--- src/rtl/cpu_pkg.sv ---
// Shared MIPS encoding constants, instruction-kind enum and encoder FSM states.
// The control unit imports the same opcode/funct values so encode and decode stay in step.
package cpu_pkg;

   localparam logic [5:0] OP_RTYPE = 6'b000000;
   localparam logic [5:0] OP_LW    = 6'b100011;
   localparam logic [5:0] OP_SW    = 6'b101011;
   localparam logic [5:0] OP_BEQ   = 6'b000100;

   localparam logic [5:0] FN_ADD = 6'h20;
   localparam logic [5:0] FN_SUB = 6'h22;
   localparam logic [5:0] FN_AND = 6'h24;
   localparam logic [5:0] FN_OR  = 6'h25;
   localparam logic [5:0] FN_SLT = 6'h2A;

   typedef enum logic [2:0] {
      K_ADD = 3'd0,
      K_SUB = 3'd1,
      K_AND = 3'd2,
      K_OR  = 3'd3,
      K_SLT = 3'd4,
      K_LW  = 3'd5,
      K_SW  = 3'd6,
      K_BEQ = 3'd7
   } kind_t;

   typedef enum logic [1:0] {
      S_IDLE  = 2'd0,
      S_RUN   = 2'd1,
      S_DRAIN = 2'd2,
      S_DONE  = 2'd3
   } state_t;

endpackage

--- src/rtl/instr_pack.sv ---
// Combinational MIPS word packer: kind + register fields + immediate -> 32-bit instruction.
// Zero latency, no handshake; rd is dropped for I-type kinds and imm for R-type kinds.
module instr_pack
   import cpu_pkg::*;
(
   input  kind_t       kind,
   input  logic [4:0]  rs,
   input  logic [4:0]  rt,
   input  logic [4:0]  rd,
   input  logic [15:0] imm,
   output logic [31:0] word
);

   always_comb begin
      word = '0;
      unique case (kind)
         K_ADD: word = {OP_RTYPE, rs, rt, rd, 5'b0, FN_ADD};
         K_SUB: word = {OP_RTYPE, rs, rt, rd, 5'b0, FN_SUB};
         K_AND: word = {OP_RTYPE, rs, rt, rd, 5'b0, FN_AND};
         K_OR:  word = {OP_RTYPE, rs, rt, rd, 5'b0, FN_OR};
         K_SLT: word = {OP_RTYPE, rs, rt, rd, 5'b0, FN_SLT};
         K_LW:  word = {OP_LW,  rs, rt, imm};
         K_SW:  word = {OP_SW,  rs, rt, imm};
         K_BEQ: word = {OP_BEQ, rs, rt, imm};
         default: word = '0;
      endcase
   end

endmodule

--- src/rtl/instr_encoder.sv ---
// Streaming encoder: a programmed run of N requests becomes N addressed words, 1 cycle accept->out_valid.
// One-entry output register; in_ready drops while a word is stalled by !out_ready.
module instr_encoder
   import cpu_pkg::*;
#(
   parameter int ADDR_W = 32,
   parameter int CNT_W  = 8
) (
   input  logic              clk,
   input  logic              reset_n,
   input  logic              start,
   input  logic [ADDR_W-1:0] base_addr,
   input  logic [CNT_W-1:0]  count,
   input  logic              in_valid,
   output logic              in_ready,
   input  logic [2:0]        in_kind,
   input  logic [4:0]        in_rs,
   input  logic [4:0]        in_rt,
   input  logic [4:0]        in_rd,
   input  logic [15:0]       in_imm,
   output logic              out_valid,
   input  logic              out_ready,
   output logic [31:0]       out_instr,
   output logic [ADDR_W-1:0] out_addr,
   output logic              busy,
   output logic              done
);

   state_t            state_q, state_d;
   logic [CNT_W-1:0]  remaining_q;
   logic [ADDR_W-1:0] addr_q;
   logic [31:0]       word;
   logic              accept, pop, load;

   instr_pack u_pack (
      .kind (kind_t'(in_kind)),
      .rs   (in_rs),
      .rt   (in_rt),
      .rd   (in_rd),
      .imm  (in_imm),
      .word (word)
   );

   assign in_ready = (state_q == S_RUN) && (!out_valid || out_ready);
   assign accept   = in_valid && in_ready;
   assign pop      = out_valid && out_ready;
   assign load     = (state_q == S_IDLE) && start && (count != '0);
   assign busy     = (state_q != S_IDLE);
   assign done     = (state_q == S_DONE);

   always_comb begin
      state_d = state_q;
      unique case (state_q)
         S_IDLE:  if (start) state_d = (count != '0) ? S_RUN : S_DONE;
         S_RUN:   if (accept && remaining_q == CNT_W'(1)) state_d = S_DRAIN;
         S_DRAIN: if (!out_valid || out_ready) state_d = S_DONE;
         S_DONE:  state_d = S_IDLE;
         default: state_d = S_IDLE;
      endcase
   end

   always_ff @(posedge clk or negedge reset_n) begin
      if (!reset_n) begin
         state_q     <= S_IDLE;
         remaining_q <= '0;
         addr_q      <= '0;
         out_valid   <= 1'b0;
         out_instr   <= '0;
         out_addr    <= '0;
      end else begin
         state_q <= state_d;
         if (load) begin
            // word-align the base; the mask keeps every base_addr bit in use
            addr_q      <= base_addr & ~ADDR_W'(3);
            remaining_q <= count;
         end else if (accept) begin
            addr_q      <= addr_q + ADDR_W'(4);
            remaining_q <= remaining_q - CNT_W'(1);
         end
         if (accept) begin
            out_valid <= 1'b1;
            out_instr <= word;
            out_addr  <= addr_q;
         end else if (pop) begin
            out_valid <= 1'b0;
         end
      end
   end

endmodule

--- config.mk ---
export PLATFORM = sky130hd
export DESIGN_NAME = instr_encoder
export DESIGN_NICKNAME = d
export VERILOG_FILES = /design/src/rtl/cpu_pkg.sv /design/src/rtl/instr_pack.sv /design/src/rtl/instr_encoder.sv
export SDC_FILE = /design/constraint.sdc
export NUM_CORES = 1
export LEC_CHECK = 0
export ABC_AREA = 1
export ABC_CLOCK_PERIOD_IN_PS = 1800
export CAP_MARGIN = 20
export CORE_AREA = 2 2 114 105
export DETAILED_ROUTE_END_ITERATION = 8
export DIE_AREA = 0 0 116 107
export PLACE_DENSITY = 0.79
export SYNTH_ARGS = -nofsm -noshare
export SYNTH_HDL_FRONTEND = slang
export SYNTH_SLANG_ARGS = --single-unit
--- constraint.sdc ---
create_clock -name clk -period 1.8 [get_ports clk]
set_input_delay 0.27 -clock clk [delete_from_list [all_inputs] [get_ports clk]]
set_output_delay 0.27 -clock clk [all_outputs]
set_load 0.1 [all_outputs]
Word level (Yosys, flattened, before mapping)
Cells that the tools add are included.
{"block": "op_classes", "addsub": 2, "eq_ne": 14, "muxes": 12, "reduce_logical": 15}
{"cell": "32-bit case mux with 8 select lines", "n": 1}
{"cell": "32-bit two-way mux", "n": 2}
{"cell": "32-bit by 3-bit adder with 32-bit output (second input constant)", "n": 1}
{"cell": "8-bit two-way mux", "n": 2}
{"cell": "3-bit == test (second input constant)", "n": 4}
{"cell": "8-bit by 1-bit == test with 1-bit output (second input constant)", "n": 1}
{"cell": "2-bit two-way mux", "n": 4}
{"cell": "2-bit case mux with 4 select lines", "n": 1}
{"cell": "8-bit nonzero test", "n": 1}
{"cell": "8-bit by 1-bit subtractor with 8-bit output (second input constant)", "n": 1}
{"cell": "3-bit by 2-bit == test with 1-bit output (second input constant)", "n": 2}
{"cell": "1-bit logical AND", "n": 6}
{"cell": "2-bit nonzero test", "n": 3}
{"cell": "2-bit == test (second input constant)", "n": 2}
{"cell": "2-bit != test (second input constant)", "n": 2}
{"cell": "3-bit by 1-bit == test with 1-bit output (second input constant)", "n": 1}
{"cell": "3-bit zero test", "n": 1}
{"cell": "3-bit AND reduction", "n": 1}
{"cell": "2-bit by 1-bit == test with 1-bit output (second input constant)", "n": 1}
{"cell": "2-bit zero test", "n": 1}
{"cell": "1-bit two-way mux", "n": 2}
{"cell": "2-bit by 1-bit != test with 1-bit output (second input constant)", "n": 1}
{"cell": "1-bit zero test", "n": 1}
{"cell": "1-bit logical OR", "n": 1}
{"block": "word_totals", "output_inout_bits": 68, "reg_bits": 107}

Longest topological paths before layout
Gate-level depths: netlist (run 1).
{"block": "depth", "ltp_word": 7, "ltp_mapped": 10}

Modules after synthesis
From an unflattened synthesis (run 1), not the netlist that was laid out.
{"block": "hier_totals", "hier_cells": 826, "hier_area_um2": 5826.8}
{"mod": "instr_encoder", "area_per_inst_um2": 5477.8, "cells_per_inst": 759, "n_inst": 1}
{"mod": "instr_pack", "area_per_inst_um2": 349.1, "cells_per_inst": 67, "n_inst": 1}

Worst setup path after synthesis (run 1)
No wires, ideal clock.
{"block": "synth_timing", "path_type": "reg2reg", "start": "reg out_valid", "end": "reg out_instr[27]", "slack_ns": -0.518, "required_ns": 1.668, "t_arrival_ns": 2.186, "path_buffers": 2, "stages_incl_launch_ff": 9, "synth_period_minus_slack_ns": 2.318, "setup_time_ns": 0.132, "cell_sequence": "dfrtp_1 -> inv_1 -> nor2_2 -> nor2_4 -> nand2_4 -> buf_4 -> buf_4 -> nand2_1 -> o31ai_1"}
{"block": "synth_between", "elab_chain_cells": 4}
{"element": "start, declared", "line_no": "instr_encoder.sv:21", "rtl": "output logic out_valid,"}
{"element": "start signal, assigned", "line_no": "instr_encoder.sv:67", "rtl": "out_valid <= 1'b0;"}
{"element": "start signal, assigned", "line_no": "instr_encoder.sv:81", "rtl": "out_valid <= 1'b1;"}
{"element": "start signal, assigned", "line_no": "instr_encoder.sv:85", "rtl": "out_valid <= 1'b0;"}
{"element": "1-bit zero test", "line_no": "instr_encoder.sv:44", "rtl": "assign in_ready = (state_q == S_RUN) && (!out_valid || out_ready);"}
{"element": "1-bit logical OR", "line_no": "instr_encoder.sv:44"}
{"element": "1-bit logical AND", "line_no": "instr_encoder.sv:44"}
{"element": "named net in_ready", "line_no": "instr_encoder.sv:15", "rtl": "output logic in_ready,"}
{"element": "1-bit logical AND", "line_no": "instr_encoder.sv:45", "rtl": "assign accept = in_valid && in_ready;"}
{"element": "end signal, assigned", "line_no": "instr_encoder.sv:82", "rtl": "out_instr <= word;"}
{"element": "end, declared", "line_no": "instr_encoder.sv:23", "rtl": "output logic [31:0] out_instr,"}
The timed path passes the listed nets, and every way through them passes these cells.
A chain may end at the register's enable or synchronous reset.

Final worst setup path (run 1)
{"block": "layout_timing", "start": "reg state_q[1]", "end": "out in_ready"}
{"block": "layout_between", "elab_chain_cells": 2}
{"element": "start, declared", "line_no": "instr_encoder.sv:29", "rtl": "state_t state_q, state_d;"}
{"element": "start signal, assigned", "line_no": "instr_encoder.sv:71", "rtl": "state_q <= state_d;"}
{"element": "2-bit by 1-bit == test with 1-bit output", "line_no": "instr_encoder.sv:44"}
{"element": "1-bit logical AND", "line_no": "instr_encoder.sv:44"}
{"element": "end, declared", "line_no": "instr_encoder.sv:15"}
Every way passes these cells.

==> flow_summary.toml, run 1 <==
[clock_tree]
cts.sinks = 100
cts_max_path_buffers = 2
cts_tree = "done"
clk_latency_ns = 0.35
cts_root_buf = "clkbuf_16"
cts_buffers = 9
h-tree-depth = 3
clk_pin_slew_ns = 0.07

[cells_and_area]
final_common_cell = "nand2_1"
layout-drive-gt1-share = 0.161
n_antenna_cell = 0
final_cells = 1011
fill_cells = 926
final_cell_mix = "nand2_1 (255), dfrtp_1 (98), clkdlybuf4s50_1 (75), o21ai_0 (65), nor2_1 (61)"
syn_to_final_growth_pct = 43.4
nets = 938
fin_util = 0.684

[floorplan]
die_area_um2 = 12400
die_w_um = 116
die_y_um = 107
coreArea_um2 = 11200
io_pins = 147
start_util = 0.477
num_rows = 37

[setup_path]
timing.rr.end = "remaining_q[1]"
worstPathArrival_ns = 1.50
r2r_slack_ns = 0.07
worstSetupPathType = "flop to primary output"
setup.worst_path.end_class = "primary output"
reg2reg_depth = 9
rr_startpoint = "state_q[0]"
crit_fanout = 3
worst_ep_required_time_ns = 1.53
startpoint_type = "flop"

[sta]
fmax_mhz = 566
rsz0062_at_grt = "yes"
post-route-period-util = 0.981
finClkSkew_ns = 0.0107
slew_violations = 0
fin_tns_setup_ns = 0
setup_viol = 0
layout_min_cycle_time_ns = 1.77
hold_violations = 0
whs_ns = 0.380

[yosys]
syn_inst = 705
yosys_warnings = 0
synth-seq-area-share = 0.468
synthesis.area_um2 = 5340
synthTopCellsByArea = "dfrtp_1 (47%), nand2_1 (18%), o21ai_0 (6.3%)"
synth_top_area_frac = 0.468
synth-seq-cells = 100
yosys.area.top_type = "dfrtp_1"
synth_cell_types = 34
syn_area_per_cell_um2 = 7.58

[drt]
wl_um = 14900
dr_total_vias = 5233
dr.pass1.iters = 5
drt_iter0_markers = 410
wl_per_cell_um = 14.8
ant_nets = 0
vias_per_cell = 5.18
drc = 0

[place]
hpwl_um = 11200
place_congestion = 0.938
portBuffers = 141
dp_cells = 993

[job]
drv_cap = 0

[global_route]
antenna_found_initial = 0
grt_pass1_wl_um = 24700
grt_overflow = 0
grt_pass1_vias = 5208
grt_max_degree = 43
grt_use_total = 0.250

[outcome]
status = "finished, final reports clean"

[hold_path]
holdCritPathClass = "primary input to async pin"
layer usage:
| layer | GRT usage | wire length (um) |
|---|---|---|
| met4 | 0.0731 | 261 |
| met3 | 0.0582 | 982 |
| met1 | 0.328 | 6350 |
| met2 | 0.415 | 7330 |
| met5 | 0 | 0 |
logic make-up after synthesis:
| group | Yosys count | share of synthesized area |
|---|---|---|
| xor+xnor | 8 | 0.0131 |
| simple gates | 408 | 0.326 |
| flops | 100 | 0.468 |
| buf+inv | 87 | 0.0766 |
| fa+ha+maj | 8 | 0.0187 |
| other cells | 1 | 0.000702 |
| compound gates | 93 | 0.0960 |
synthesized netlist by cell type:
| cell type | n |
|---|---|
| nand2_1 | 255 |
| dfrtp_1 | 100 |
| o21ai_0 | 67 |
| nor2_1 | 62 |
| inv_1 | 58 |
| nand3_1 | 51 |
| buf_2 | 10 |
| buf_4 | 10 |
| nor2_2 | 9 |
| o211ai_1 | 9 |
| ha_1 | 8 |
| nand2_2 | 8 |
| nand4_1 | 8 |
| a21oi_1 | 7 |
| xor2_1 | 6 |
| nor2_4 | 5 |
| buf_6 | 4 |
| o22ai_1 | 4 |
| clkbuf_1 | 3 |
| or2_2 | 3 |
| nand2_4 | 2 |
| o21ai_1 | 2 |
| o31ai_1 | 2 |
| xnor2_1 | 2 |
| and2_1 | 1 |
| and3_1 | 1 |
| conb_1 | 1 |
| inv_2 | 1 |
| inv_4 | 1 |
| nand3b_1 | 1 |
| nor2_8 | 1 |
| nor3_1 | 1 |
| o21ai_2 | 1 |
| o21ai_4 | 1 |
worst max-delay path: stages (launching register included):
cell	delay [ns]
dfrtp_1	0.41
inv_2	0.09
ha_2	0.20
inv_2	0.05
nor2_4	0.10
buf_4	0.13
buf_12	0.16
registers in the layout, indices dropped and copies added (netlist names):
name / count
addr_q: 30
out_instr: 29
out_addr: 30
state_q: 2
remaining_q: 8
out_valid: 1
how the worst max path moves through the flow:
stage          startpoint             end  slack (ns)  depth (start not counted)
2_1_floorplan   out_valid   out_instr[17]       -0.24                          8
4_1_cts        state_q[1]        in_ready       -0.01                          6
3_5_place_dp     count[4]  remaining_q[1]        -0.1                          8
3_3_place_gp     count[7]  remaining_q[1]       -0.03                          8
5_1_grt        state_q[0]  remaining_q[1]       -0.02                          9
6_report       state_q[1]        in_ready        0.03                          6
through the flow:
stage	setup WS, ns	cell area (um2)
finish	0.0343	7660
global route	-0.0201	7660
CTS	-0.0142	7630
detailed placement	-0.0989	7270
global placement	-0.0342	7270
floorplan	-0.239	5370
what timing repair did:
| action | 4_1_cts | 5_1_grt |
|---|---|---|
| hold buffers | 1 | 0 |
| hold endpoints to repair | 23 | 0 |
| pin swaps | 0 | 2 |
| setup endpoints to repair | 17 | 27 |
| setup buffers | 0 | 2 |
| gates resized for setup | 3 | 6 |
cell type report:
| cell class | count | area, um2 | area share |
|---|---|---|---|
| Sequential cell | 100 | 2510 | 0.327 |
| Clock inverter | 4 | 97.6 | 0.0127 |
| Clock buffer | 11 | 243 | 0.0317 |
| Inverter | 60 | 236 | 0.0309 |
| Multi-Input combinational cell | 520 | 2460 | 0.321 |
| Timing Repair Buffer | 160 | 1920 | 0.251 |
| Tap cell | 156 | 195 | 0.0255 |
Power of run 1 is left out: the tool's default activity adds up to more than one toggle a clock period on the data nets, which glitch-free logic cannot reach.
==> run 2: changes to the inputs <==
--- a/config.mk
+++ b/config.mk
@@ -12,6 +12,7 @@
 export DETAILED_ROUTE_END_ITERATION = 8
 export DIE_AREA = 0 0 116 107
 export PLACE_DENSITY = 0.79
+export SLEW_MARGIN = 20
 export SYNTH_ARGS = -nofsm -noshare
 export SYNTH_HDL_FRONTEND = slang
 export SYNTH_SLANG_ARGS = --single-unit
==> results of run 2 <==
The final DEF is identical to that of run 1; final timing and power are the same.
Power of run 2 is left out for the same reason.
